--- config.mk ---
export PLATFORM = sky130hd
export DESIGN_NAME = sample_source_arbiter
export DESIGN_NICKNAME = d
export VERILOG_FILES = /design/src/rtl/sample_source_arbiter_pkg.sv /design/src/rtl/sample_source_arbiter_rr_pick.sv /design/src/rtl/sample_source_arbiter.sv
export SDC_FILE = /design/constraint.sdc
export NUM_CORES = 1
export LEC_CHECK = 0
export ABC_AREA = 1
export BUFFER_PORTS_ARGS = -buffer_cell sky130_fd_sc_hd__buf_2
export CORE_AREA = 2 2 100 102
export CTS_CLUSTER_DIAMETER = 150
export DETAILED_ROUTE_END_ITERATION = 10
export DIE_AREA = 0 0 102 104
export GPL_TIMING_DRIVEN = 0
export PLACE_DENSITY = 0.76
export SLEW_MARGIN = 0
export SYNTH_ARGS = -nofsm -noshare
export SYNTH_HDL_FRONTEND = slang
export SYNTH_SLANG_ARGS = --single-unit
export TNS_END_PERCENT = 5
--- constraint.sdc ---
create_clock -name clk -period 1.8 [get_ports clk]
set_input_delay 0.27 -clock clk [delete_from_list [all_inputs] [get_ports clk]]
set_output_delay 0.27 -clock clk [all_outputs]
set_load 0.005 [all_outputs]
--- src/rtl/sample_source_arbiter_pkg.sv ---
// Shared definitions for the sample FIFO write-port arbiter and its producers.
package sample_source_arbiter_pkg;

  localparam int SAMPLE_WIDTH       = 48;
  localparam int NUM_SAMPLE_SOURCES = 4;

  // Fixed request-port assignment of the sample producers.
  typedef enum logic [1:0] {
    SRC_APD_TIMER = 2'd0,
    SRC_MARKER    = 2'd1,
    SRC_STATUS    = 2'd2,
    SRC_SPARE     = 2'd3
  } sample_source_e;

endpackage

--- src/rtl/sample_source_arbiter_rr_pick.sv ---
// Combinational round-robin picker: first set req bit strictly after last_grant,
// wrapping to the lowest index. Shared with the command-ack arbitration.
module sample_source_arbiter_rr_pick #(
  parameter int NREQ = 4,
  parameter int IDXW = 3
) (
  input  logic [NREQ-1:0] req,
  input  logic [IDXW-1:0] last_grant,
  output logic [IDXW-1:0] winner,
  output logic            found
);

  always_comb begin
    // NOTE: every output gets a default before the loops so no path leaves it unassigned (no latch).
    winner = '0;
    found  = 1'b0;
    // Wrap candidate: lowest requesting index overall.
    for (int i = NREQ - 1; i >= 0; i--) begin
      if (req[i]) begin
        winner = IDXW'(i);
        found  = 1'b1;
      end
    end
    // Preferred candidate: lowest requesting index above last_grant overrides the wrap.
    for (int i = NREQ - 1; i >= 0; i--) begin
      if (req[i] && (IDXW'(i) > last_grant)) begin
        winner = IDXW'(i);
      end
    end
  end

endmodule

--- src/rtl/sample_source_arbiter.sv ---
// Round-robin arbiter sharing the sample FIFO write port among NREQ producers.
// Optional backpressure counter enabled with `define ARB_STALL_COUNT_EN.
module sample_source_arbiter
  import sample_source_arbiter_pkg::*;
#(
  parameter int NREQ  = NUM_SAMPLE_SOURCES,
  parameter int WIDTH = SAMPLE_WIDTH,
  parameter int IDXW  = 3
) (
  input  logic                  clk,
  input  logic                  reset_n,
  input  logic                  enable,
  input  logic [NREQ-1:0]       req,
  input  logic [NREQ*WIDTH-1:0] sample_in,
  output logic [NREQ-1:0]       ack,
  input  logic                  fifo_full,
  output logic                  fifo_wrreq,
  output logic [WIDTH-1:0]      fifo_data,
  output logic [IDXW-1:0]       last_grant,
  output logic                  busy
`ifdef ARB_STALL_COUNT_EN
  ,
  input  logic                  stall_clr,
  output logic [15:0]           stall_count
`endif
);

  logic            accept;
  logic            grant;
  logic            found;
  logic [IDXW-1:0] winner;
  logic [WIDTH-1:0] win_data;

  sample_source_arbiter_rr_pick #(
    .NREQ (NREQ),
    .IDXW (IDXW)
  ) u_rr_pick (
    .req        (req),
    .last_grant (last_grant),
    .winner     (winner),
    .found      (found)
  );

  // The stage can take a new sample when empty or when its content leaves this cycle.
  assign accept     = ~busy | ~fifo_full;
  assign grant      = enable & accept & found;
  assign fifo_wrreq = busy & ~fifo_full;

  always_comb begin
    ack      = '0;
    win_data = '0;
    for (int i = 0; i < NREQ; i++) begin
      if (winner == IDXW'(i)) begin
        ack[i]   = grant;
        win_data = sample_in[i*WIDTH +: WIDTH];
      end
    end
  end

  always_ff @(posedge clk or negedge reset_n) begin
    // NOTE: the data register is reset too, so fifo_data reads zero rather than X after reset.
    if (!reset_n) begin
      fifo_data  <= '0;
      busy       <= 1'b0;
      last_grant <= IDXW'(NREQ - 1);
    end else if (grant) begin
      // NOTE: non-blocking assignments so every register samples pre-edge values.
      fifo_data  <= win_data;
      busy       <= 1'b1;
      last_grant <= winner;
    end else if (fifo_wrreq) begin
      busy <= 1'b0;
    end
  end

`ifdef ARB_STALL_COUNT_EN
  // Counts cycles where a source wants the stage but the full FIFO blocks it.
  always_ff @(posedge clk or negedge reset_n) begin
    if (!reset_n) begin
      stall_count <= '0;
    end else if (stall_clr) begin
      stall_count <= '0;
    end else if ((|req) && enable && !accept && (stall_count != 16'hFFFF)) begin
      stall_count <= stall_count + 16'd1;
    end
  end
`endif

endmodule

==> flow_summary.ini, run 1 <==
[critical_path]
cp-end-kind = output pin
crit_required_ps = 1530
max_stage_delay_ps = 620
cp.arrival_ps = 1750
cp_cell_sequence = nand2_2, nand2_4, nand2_4, nand2_8, nand2_8, buf_8, nor3_2, buf_2
crit_type = reg2out
start_kind = flip-flop
slowest_stage = dfstp_2
cp_max_fo = 5

[outcome]
violations = hold timing, setup timing
status = complete, but fails checks

[pwr]
swShare_pct = 42.3
p_comb_share_pct = 54.4
p_switching_uw = 2380
seq_power_share_pct = 30.1
vdd_drop_max_uv = 447
finalPower_uw = 5620
p_leak_uw = 0.00296
p_int_uw = 3240
power.density_nw_per_um2 = 988
pwr-share-clk_pct = 15.4

[routing]
via_count = 5242
drt_iter0_markers = 226
drt-pass1-iter-count = 5
remaining_drc_errors = 0
vias_per_cell = 5.31
ant_nets = 0
wl_um = 16800
wl_per_cell_um = 17.0

[logic_synthesis]
synth_top_cell_area_share_pct = 33.1
synth_area_leaders = dfrtp_1, nand3_1, nor2_1, nand4_1, nand2_1
ys_seq_area_share_pct = 34.5
synthTopCellsByCount = nand3_1, nor2_1, nand2_1
async_flop_share_pct = 100
postSynthAreaPerCell_sq_um = 6.42
synth_area_sq_um = 3700
ys_ff_latch = 51
synth_edf_count = 0
syn_inst = 577
ys_types = 18
synth_warnings = 0
synth_largest_area_cell = dfrtp_1
syn_nets = 777
yosysMostFrequentCell = nand3_1
synthFlopType = dfrtp_1

[grt]
track_usage_pct = 30.9
grt_pass1_vias = 5046
grt_first_pass_wirelength_um = 25400
antenna_found_initial = 0
grt_max_degree = 52
gr-total-overflow = 0

[timing]
fin_skew_ps = 6.79
fmax_mhz = 496
hold-worst-slack_ps = -45.9
fin_crit_ps = 2020
report.final.slew_viol_count = 0
setup_viol = 45
hold_viol = 22
rsz0062_at_grt = true
worst_pin_slew_ps = 623
max_slew_margin_pct = 58.5
final.period_utilization_pct = 112
worst_slack_ps = -217

[placed_design]
dpl.hpwl_um = 12500
pre_cts_slack_ps = -295
globalplace.congestion = 0.864
dp_cells = 965
port_buffers = 255

[layout]
syn_to_final_growth_pct = 53.4
fin_cells = 988
nNetsFinal = 1054
drive_above_1_share_pct = 41.5
n_antenna_cell = 0
post-route-util_pct = 59.5

[clock_network]
clock_path_buffers = 2
cts-htree-levels = 2
clock_latency_ps = 310
clock_sinks = 51
cts_tree = done
cts-hold-fix-buffers = 0
numCtsBuffers = 5
cts_root_buf = clkbuf_8
clk_pin_slew_worst_paths_ps = 100

[die]
die_h_um = 104
rows = 36
die_area_sq_um = 10600
core_sq_um = 9550
die_x_um = 102
ios = 257
start_util_pct = 38.8

[min_path]
hp-class = in2async

[flow_run]
max-cap-violations = 0
-- layout by cell type, fill, tap and decap left out --
master,n
buf_2,268
nand3_1,193
nor2_1,142
nand2_1,57
dfrtp_1,49
nand4_1,48
buf_4,20
buf_6,10
clkbuf_4,10
clkbuf_1,7
nand2_4,6
nor2_2,6
clkbuf_8,6
buf_8,5
clkbuf_2,4
inv_2,3
inv_1,2
nand2_8,2
inv_4,2
buf_12,2
dfstp_2,2
nand2_2,1
nor2_4,1
a21oi_4,1
nand3_4,1
nand3_2,1
a21oi_2,1
nor3_2,1
o21ai_1,1
conb_1,1
clkinv_2,1
bufinv_16,1
-- layer usage --
| metal | part of all wire (%) | GRT usage [%] | up-vias | wire length (um) |
|---|---|---|---|---|
| li1 | - | - | 2526 | - |
| met1 | 38 | 37.5 | 2357 | 6420 |
| met2 | 49 | 53.4 | 319 | 8240 |
| met3 | 9.5 | 5.58 | 40 | 1590 |
| met4 | 3.0 | 11.7 | 0 | 500 |
| met5 | 0 | 0 | - | 0 |
-- worst paths after layout --
kind / endpoint / slack [ps] / cells past startpoint / startpoint
max: ack[0] / -220 / 8 / last_grant[1]$_DFFE_PN1P_
min: fifo_data[18]$_DFFE_PN0P_ / -50 / 1 / reset_n
max reg2reg: fifo_data[42]$_DFFE_PN0P_ / -100 / 12 / last_grant[1]$_DFFE_PN1P_
min reg2reg: fifo_data[18]$_DFFE_PN0P_ / 510 / 2 / fifo_data[18]$_DFFE_PN0P_
max in group asynchronous: fifo_data[41]$_DFFE_PN0P_ / 1260 / 2 / reset_n
min in group clk: busy$_DFFE_PN0P_ / 220 / 3 / fifo_full
-- worst max-delay path, delay by kind of cell, from the launching register on --
kind	cells	cell delay, ps
buf+inv	2	260
simple gates	6	550
flops	1	620
-- power groups by stage --
stage | Clock [uW] | Combinational (uW) | Sequential (uW)
6_report | 867 | 3060 | 1690
5_1_grt | 930 | 3360 | 1730
4_1_cts | 880 | 2920 | 1680
3_5_place_dp | 0 | 2660 | 1700
3_3_place_gp | 0 | 2640 | 1680
2_1_floorplan | 0 | 1490 | 1730
-- sequential cells by signal, indices dropped and copies added, names as in the netlist --
signal,cells
busy,1
fifo_data,48
last_grant,2
-- repair_timing --
item,4_1_cts,5_1_grt
endpoints found under the setup margin,52,52
setup buffers,10,5
pin swaps,15,12
gates resized for setup,62,33
-- per-stage QoR --
stage               area (sq um)  TNS, ps
floorplan                   3700        0
global placement            5150    -4560
detailed placement          5150    -4940
CTS                         5530     -839
global route                5680    -7240
finish                      5680    -2750
-- kinds of logic after synthesis --
family | share of synthesized area, %
AOI/OAI and AO/OA | 0.405
buffers and inverters | 8.34
and+or+nand+nor | 56.6
DFF | 34.5
other | 0.101
-- cell type report --
class                   instances  area, sq um
clock inverters                 2         35.0
well taps                     133          166
repair buffers                271         1410
inverters                       7         31.3
flip-flops and latches         51         1280
fillers                      1001         3870
plain buffers                  55          432
multi-input cells             463         2250
clock buffers                   6         82.6
No activity file was read; power rests on OpenSTA's default activity.
==> run 2, diff against run 1 <==
REMOVE_ABC_BUFFERS = 1   (was default)
==> flow_summary.ini, run 2 (synthesized netlist as in run 1, its figures left out) <==
[critical_path]
cp-startpoint = last_grant[1]$_DFFE_PN1P_
start_kind = flip-flop
r2r-end = fifo_data[19]$_DFFE_PN0P_
max_stage_delay_ps = 610
crit_cells = 8
critPathTopFamily = flip-flops
cp_cell_sequence = nor2_4, a21oi_4, nand2_8, inv_16, buf_16, nand2_4, a21oi_2, buf_2
reg2reg_depth = 10
cp.arrival_ps = 1770
slowest_stage = dfstp_2
rr_startpoint = last_grant[1]$_DFFE_PN1P_
cp_max_fo = 6
cp-end-kind = output pin
crit_type = reg2out
crit_buf_inv = 3
crit_path_end = ack[2]
crit_required_ps = 1530
reg2reg_slack_ps = -240

[die]
start_util_pct = 38.8
rows = 36
ios = 257
core_sq_um = 9550
die_area_sq_um = 10600
die_h_um = 104
die_x_um = 102

[timing]
fin_tns_setup_ps = -6870
final.period_utilization_pct = 113
worst_slack_ps = -242
fmax_mhz = 490
rsz0062_at_grt = true
worst_pin_slew_ps = 1220
fin_crit_ps = 2040
max_slew_margin_pct = 18.9
setup_viol = 52
fin_skew_ps = 2.98
report.final.slew_viol_count = 0
hold_viol = 0

[pwr]
finalPower_uw = 6000
swShare_pct = 43.8
vdd_drop_max_uv = 440
p_int_uw = 3370
p_comb_share_pct = 59.4
p_leak_uw = 0.00306
seq_power_share_pct = 28.2
power.density_nw_per_um2 = 1010
pwr-share-clk_pct = 12.4
p_switching_uw = 2630

[layout]
largest_register_ffs = 48
max_flop_register = fifo_data
layout_common_cells = buf_2, nand3_1, nor2_1
largestRegisters = fifo_data: 48 flops, last_grant: 2 flops, busy: 1 flops
fin_area_sq_um = 5960
syn_to_final_growth_pct = 60.8
drive_above_1_share_pct = 41.1
n_antenna_cell = 0
nNetsFinal = 1037
nFillCells = 912
mostFrequentLayoutCell = buf_2
fin_cells = 971

[routing]
drt-pass1-iter-count = 7
ant_nets = 0
remaining_drc_errors = 0
vias_per_cell = 5.62
wl_um = 18300
wl_per_cell_um = 18.8
drt_iter0_markers = 409
via_count = 5460

[placed_design]
dp_cells = 914
dpl.hpwl_um = 8560
pre_cts_slack_ps = -1180
globalplace.congestion = 0.780
dpl_cell_area_sq_um = 4990
port_buffers = 255

[clock_network]
cts-hold-fix-buffers = 0
cts-htree-levels = 2
clock_sinks = 51
numCtsBuffers = 5
cts_root_buf = clkbuf_8
clk_pin_slew_worst_paths_ps = 90
clock_latency_ps = 300
clock_path_buffers = 2
cts_tree = done

[grt]
grt_max_degree = 52
met2_usage_pct = 54.6
grt_first_pass_wirelength_um = 27600
grt_pass1_vias = 5185
gr-usage-met1_pct = 40.4
antenna_found_initial = 0
track_usage_pct = 34.0
gr-total-overflow = 0
use_met3_pct = 10.2
grt.busiest_layer = met2

[min_path]
hp-class = in2async

[outcome]
violations = setup timing
status = complete, but fails checks

[flow_run]
max-cap-violations = 0
==> run 2: cell count changes in the layout (fill, tap and decap cells not counted), moves of 5 or more <==
cell       previous run  this run
clkbuf_1              7         1
buf_16                0         5
buf_2               268       255
nand2_8               2         8
bufbuf_16             0         7
buf_6                10         3
clkbuf_4             10         0
==> run 2: worst min path at each step <==
stage | from | to | slack, ps | cells past startpoint
4_1_cts | reset_n | fifo_data[43]$_DFFE_PN0P_ | 230 | 1
3_3_place_gp | last_grant[0]$_DFFE_PN1P_ | last_grant[0]$_DFFE_PN1P_ | 490 | 2
5_1_grt | fifo_full | busy$_DFFE_PN0P_ | 260 | 3
2_1_floorplan | reset_n | busy$_DFFE_PN0P_ | -30 | 0
6_report | reset_n | fifo_data[18]$_DFFE_PN0P_ | 190 | 1
3_5_place_dp | last_grant[0]$_DFFE_PN1P_ | last_grant[0]$_DFFE_PN1P_ | 480 | 2
==> run 2: stage by stage <==
stage | hold WS, ps | util [%]
floorplan | -25.6 | -
global placement | 485 | 50.9
detailed placement | 484 | 52.3
CTS | 226 | 61.7
global route | 258 | 62.4
finish | 193 | 62.4
==> run 2: routing by layer <==
layer  part of all wire, %  vias to the layer above
li1                      -                     2515
met1                    36                     2480
met2                    47                      380
met3                    12                       85
met4                   4.9                        0
met5                     0                        -
==> run 2: power groups by stage <==
stage	Sequential [uW]	Clock (uW)	Combinational, uW
floorplan	1730	0	1300
global placement	1670	0	2340
detailed placement	1690	0	2440
CTS	1680	759	3440
global route	1740	807	3840
finish	1690	742	3560
==> run 2: timing repair <==
item                       CTS  global route
buffers inserted            21             7
gates cloned                21             0
resized for setup           51             5
setup endpoints to repair   54            52
pin swaps                   14             6
==> run 2: cell type report <==
class,instances,area [sq um],share of cell area [%]
inverters,7,58.8,0.987
repair inverters,4,35.0,0.588
flip-flops and latches,51,1280,21.5
clock buffers,8,100,1.68
multi-input cells,472,2410,40.4
repair buffers,296,1910,32.1
well taps,133,166,2.79
